<file path="config.mk">
export PLATFORM = sky130hd
export DESIGN_NAME = regfile_storage
export DESIGN_NICKNAME = d
export VERILOG_FILES = /design/src/rtl/regfile_storage.sv
export SDC_FILE = /design/constraint.sdc
export NUM_CORES = 2
export LEC_CHECK = 0
export CORE_MARGIN = 2
export CORE_UTILIZATION = 68
export DETAILED_ROUTE_END_ITERATION = 8
export GPL_TIMING_DRIVEN = 0
export PLACE_DENSITY = 0.88
export SLEW_MARGIN = 20
export SYNTH_ARGS = -nofsm -noshare
export SYNTH_HDL_FRONTEND = slang
export SYNTH_HIERARCHICAL = 1
export SYNTH_SLANG_ARGS = --single-unit
</file>
<file path="constraint.sdc">
create_clock -name Clk -period 3.8 [get_ports Clk]
set_clock_uncertainty 0.2 [all_clocks]
set_input_delay 0.57 -clock Clk [delete_from_list [all_inputs] [get_ports Clk]]
set_output_delay 0.57 -clock Clk [all_outputs]
set_load 0.02 [all_outputs]
</file>
<file path="src/rtl/regfile_storage.sv">
// 32-entry register file storage with one write port and two mux-based read ports.

// 32-way WIDTH-bit read multiplexer; input0..input31 packed as inputs[0..31].
module mux32to1by32 #(
  parameter int unsigned WIDTH = 32
) (
  input  logic [4:0]             address,
  input  logic [31:0][WIDTH-1:0] inputs,
  output logic [WIDTH-1:0]       out
);

  // Select one register word by address.
  always_comb begin
    out = inputs[address];
  end

endmodule

module regfile_storage #(
  parameter int unsigned WIDTH    = 32,
  parameter bit          BYPASS   = 1'b0,
  parameter bit          ZERO_REG = 1'b1
) (
  input  logic             Clk,
  input  logic             Reset,
  input  logic             RegWrite,
  input  logic [4:0]       WriteRegister,
  input  logic [WIDTH-1:0] WriteData,
  input  logic [4:0]       ReadRegister1,
  input  logic [4:0]       ReadRegister2,
  output logic [WIDTH-1:0] ReadData1,
  output logic [WIDTH-1:0] ReadData2
);

  localparam int unsigned NUM_REGS = 32;

  logic [NUM_REGS-1:0][WIDTH-1:0] regs;
  logic [NUM_REGS-1:0][WIDTH-1:0] mux_in;
  logic [NUM_REGS-1:0]            wen;
  logic [WIDTH-1:0]               mux1_out;
  logic [WIDTH-1:0]               mux2_out;
  logic                           fwd1;
  logic                           fwd2;

  // One-hot write decode gated by RegWrite; r0 is never enabled when hardwired.
  always_comb begin
    wen = '0;
    if (RegWrite) begin
      wen[WriteRegister] = 1'b1;
    end
    if (ZERO_REG) begin
      wen[0] = 1'b0;
    end
  end

  // Register storage: reset clears every entry and overrides any write.
  always_ff @(posedge Clk) begin
    if (Reset) begin
      regs <= '0;
    end else begin
      for (int i = 0; i < NUM_REGS; i++) begin
        if (wen[i]) begin
          regs[i] <= WriteData;
        end
      end
    end
  end

  // Mux feed; r0 forced to zero so it reads 0 even before the first reset.
  always_comb begin
    mux_in = regs;
    if (ZERO_REG) begin
      mux_in[0] = '0;
    end
  end

  mux32to1by32 #(.WIDTH(WIDTH)) u_mux1 (
    .address (ReadRegister1),
    .inputs  (mux_in),
    .out     (mux1_out)
  );

  mux32to1by32 #(.WIDTH(WIDTH)) u_mux2 (
    .address (ReadRegister2),
    .inputs  (mux_in),
    .out     (mux2_out)
  );

  // Same-cycle forwarding; wen already excludes a hardwired r0, Reset suppresses it.
  always_comb begin
    fwd1 = BYPASS && !Reset && wen[ReadRegister1];
    fwd2 = BYPASS && !Reset && wen[ReadRegister2];
  end

  // Read port outputs.
  always_comb begin
    ReadData1 = fwd1 ? WriteData : mux1_out;
    ReadData2 = fwd2 ? WriteData : mux2_out;
  end

endmodule

</file>
==> flow_summary.toml <==
[synthesis]
synth_area_leaders = "mux2i_1 (36%), dfxtp_1 (36%), nand2b_1 (12%)"
ys_seq_area_frac = 0.356
synth_area_mm2 = 0.0558
yosys.area_share.simple = 0.157
synth_top_cell_area_share = 0.362
synth_xor_area_frac = 0
synth.area.mux_share = 0.362
syn_inst = 5683
synth.distinct_cells = 27
yosysWarnings = 6
synth_top_family_by_area = "multiplexers"
ys_seq_elements = 992
syn_area_per_cell_um2 = 9.82
synth_compound_area_frac = 0.0703
synth_fa_ha_area_frac = 0
synth_area_leader_cell = "mux2i_1"

[clocking]
hold_buffers = 0
clock_path_buffers = 3
cts_buffers = 104
cts-htree-levels = 3
clkSinkCount = 992
cts_root_buf = "clkbuf_16"
cts_tree = "built"
cts.clk_slew.worst_paths_ns = 0.06
clk_latency_ns = 0.68

[timing]
drv_slew = 0
post-route-period-util = 1.03
fmax_mhz = 255
fin_crit_ns = 3.93
hold_viol = 0
maxSlewHeadroom = 0.203
setup_ws_ns = -0.129
setup_viol = 25
rsz0062_at_grt = "yes"
worst_slew_pin_slew_ns = 1.19

[global_routing]
grt_pass1_wl_um = 290000
antenna_found_initial = 13
grt_max_degree = 15
grt_pass1_vias = 46500
track_usage = 0.455
grt.overflow.total = 0

[power]
power.density_mw_per_mm2 = 391
swShare = 0.273
internal-power_mw = 18.0
ir_drop_uv = 412
p_comb_frac = 0.131
seq_power_share = 0.427
clock_power_share = 0.442
leakage_nw = 31.2
switchingPower_mw = 6.73

[setup_path]
crit_top_cell = "nand3_1"
cp-start-kind = "input pin"
crit_required_ns = 3.03
crit_path_cell_trace = "clkdlybuf4s50_1 -> nand2b_1 -> clkbuf_1 -> a21oi_1 -> nand3_1 -> nand3_1 -> dlygate4sd2_1"
arrival_ns = 3.16
critical_path.slowest_cell = "clkdlybuf4s50_1"
critPathCaptureType = "primary output"
max_stage_delay_ns = 0.70
worstSetupPathType = "input pin to primary output"
critPathMaxFanout = 10

[floorplan]
die_w_um = 290
initial_utilization = 0.683
io_pins = 114
die_y_um = 290
core_mm2 = 0.0817
rows = 105
dieArea_mm2 = 0.0844

[worst_hold_path]
hold_class = "register to register"

[placement]
dp.final_hpwl_um = 151000
gp_congestion = 1.02
dp_slack_ns = -0.781
placed_cells = 6927
portBuffers = 110

[layout]
multi_input_area_mm2 = 0.0339
area_delta_synth_final_pct = 13.2
drive_above_1_share = 0.107
layout_commonest_cell = "mux2i_1"
final_cells = 7131
final_util = 0.773
regArea_mm2 = 0.0199
fin_nets = 6014
largest_register_ffs = 992
final_cell_mix = "mux2i_1 (2016), nand2b_1 (1027), dfxtp_1 (992)"
fillers = 5526

[status]
violations = "setup timing"
outcome = "finished with violations"

[drt]
drtPass1Iterations = 6
routedWlPerCell_um = 28.1
finalWirelength_um = 200000
antenna_left = 0
drt_iter0_markers = 5858
viasPerCell = 6.55
num_vias = 46700
drc = 0

[run]
cap_violations = 0
cell families after synthesis:
group | Yosys count
AO/OA/AOI/OAI | 576
AND/OR/NAND/NOR | 1533
multiplexers | 2016
other | 1
flip-flops | 992
buffers and inverters | 565
power by group through the flow:
| stage | Clock, mW | Sequential, mW | Combinational [mW] |
|---|---|---|---|
| after global placement | 0 | 10.8 | 2.93 |
| after detailed placement | 0 | 10.8 | 2.96 |
| after floorplan | 0 | 10.7 | 1.83 |
| after CTS | 10.9 | 10.5 | 3.05 |
| final | 10.9 | 10.5 | 3.24 |
| after global routing | 11.3 | 10.5 | 3.26 |
worst max-delay path, delay by kind of cell:
family	cells	cell delay, ns
simple gates	3	0.89
compound gates	1	0.12
buf+inv	3	1.56
cell type report:
class,instances,share of cell area
antenna,9,0.000356
clock inverter,48,0.00966
tap,1070,0.0212
clock buffer,146,0.0478
multi-input combinational,4189,0.537
timing repair buffer,114,0.0163
sequential,992,0.314
buffer,563,0.0536
metrics by stage:
step / total power [mW] / instance area (µm²) / hold WS (ns) / setup TNS (ns)
after floorplan: 12.6 / 56100 / 0.260 / 0
after CTS: 24.5 / 63000 / 0.291 / 0
after detailed placement: 13.7 / 58500 / 0.279 / -38.67
after global routing: 25.1 / 63200 / 0.305 / -0.0759
final: 24.7 / 63200 / 0.288 / -1.29
after global placement: 13.7 / 58500 / 0.271 / -65.12
final timing paths:
| kind | start | endpoint | slack [ns] | cells past startpoint |
|---|---|---|---|---|
| worst max-delay path | ReadRegister2[4] | ReadData2[14] | -0.13 | 7 |
| worst min-delay path | mux_in[905] | mux_in[905] | 0.29 | 2 |
| worst max register to register | mux_in[286] | mux_in[286] | 2.79 | 2 |
| worst min register to register | mux_in[905] | mux_in[905] | 0.29 | 2 |
routing by layer:
metal | global-route usage | wire length, µm | share of wire
met2 | 0.683 | 83500 | 0.42
met1 | 0.568 | 76000 | 0.38
met3 | 0.151 | 26300 | 0.13
met4 | 0.276 | 14300 | 0.071
met5 | 0 | 65 | 0.00032
cells in the mapped netlist:
library cell  instances
and4bb_2              3
nand3_1             192
nor4b_4               1
a22oi_1             192
a31oi_1              64
clkbuf_4              4
mux2i_1            2016
a22o_1              128
nand2_1             212
and4_1                1
buf_4               155
nand2_2              13
nor2b_1               4
nor3_1               64
or2_2                 2
nand2b_1           1028
dfxtp_1             992
and2b_1               2
buf_6                32
buf_2                84
and4b_1               3
a21oi_1             192
clkbuf_1            278
nor2_1                3
buf_1                12
conb_1                1
and2_1                5
timing repair:
item,4_1_cts,5_1_grt
pin swaps,7,13
gates cloned,0,1
setup buffers,0,2
endpoints found under the setup margin,64,32
resized for setup,323,59
(Power assumes the default switching activity.)
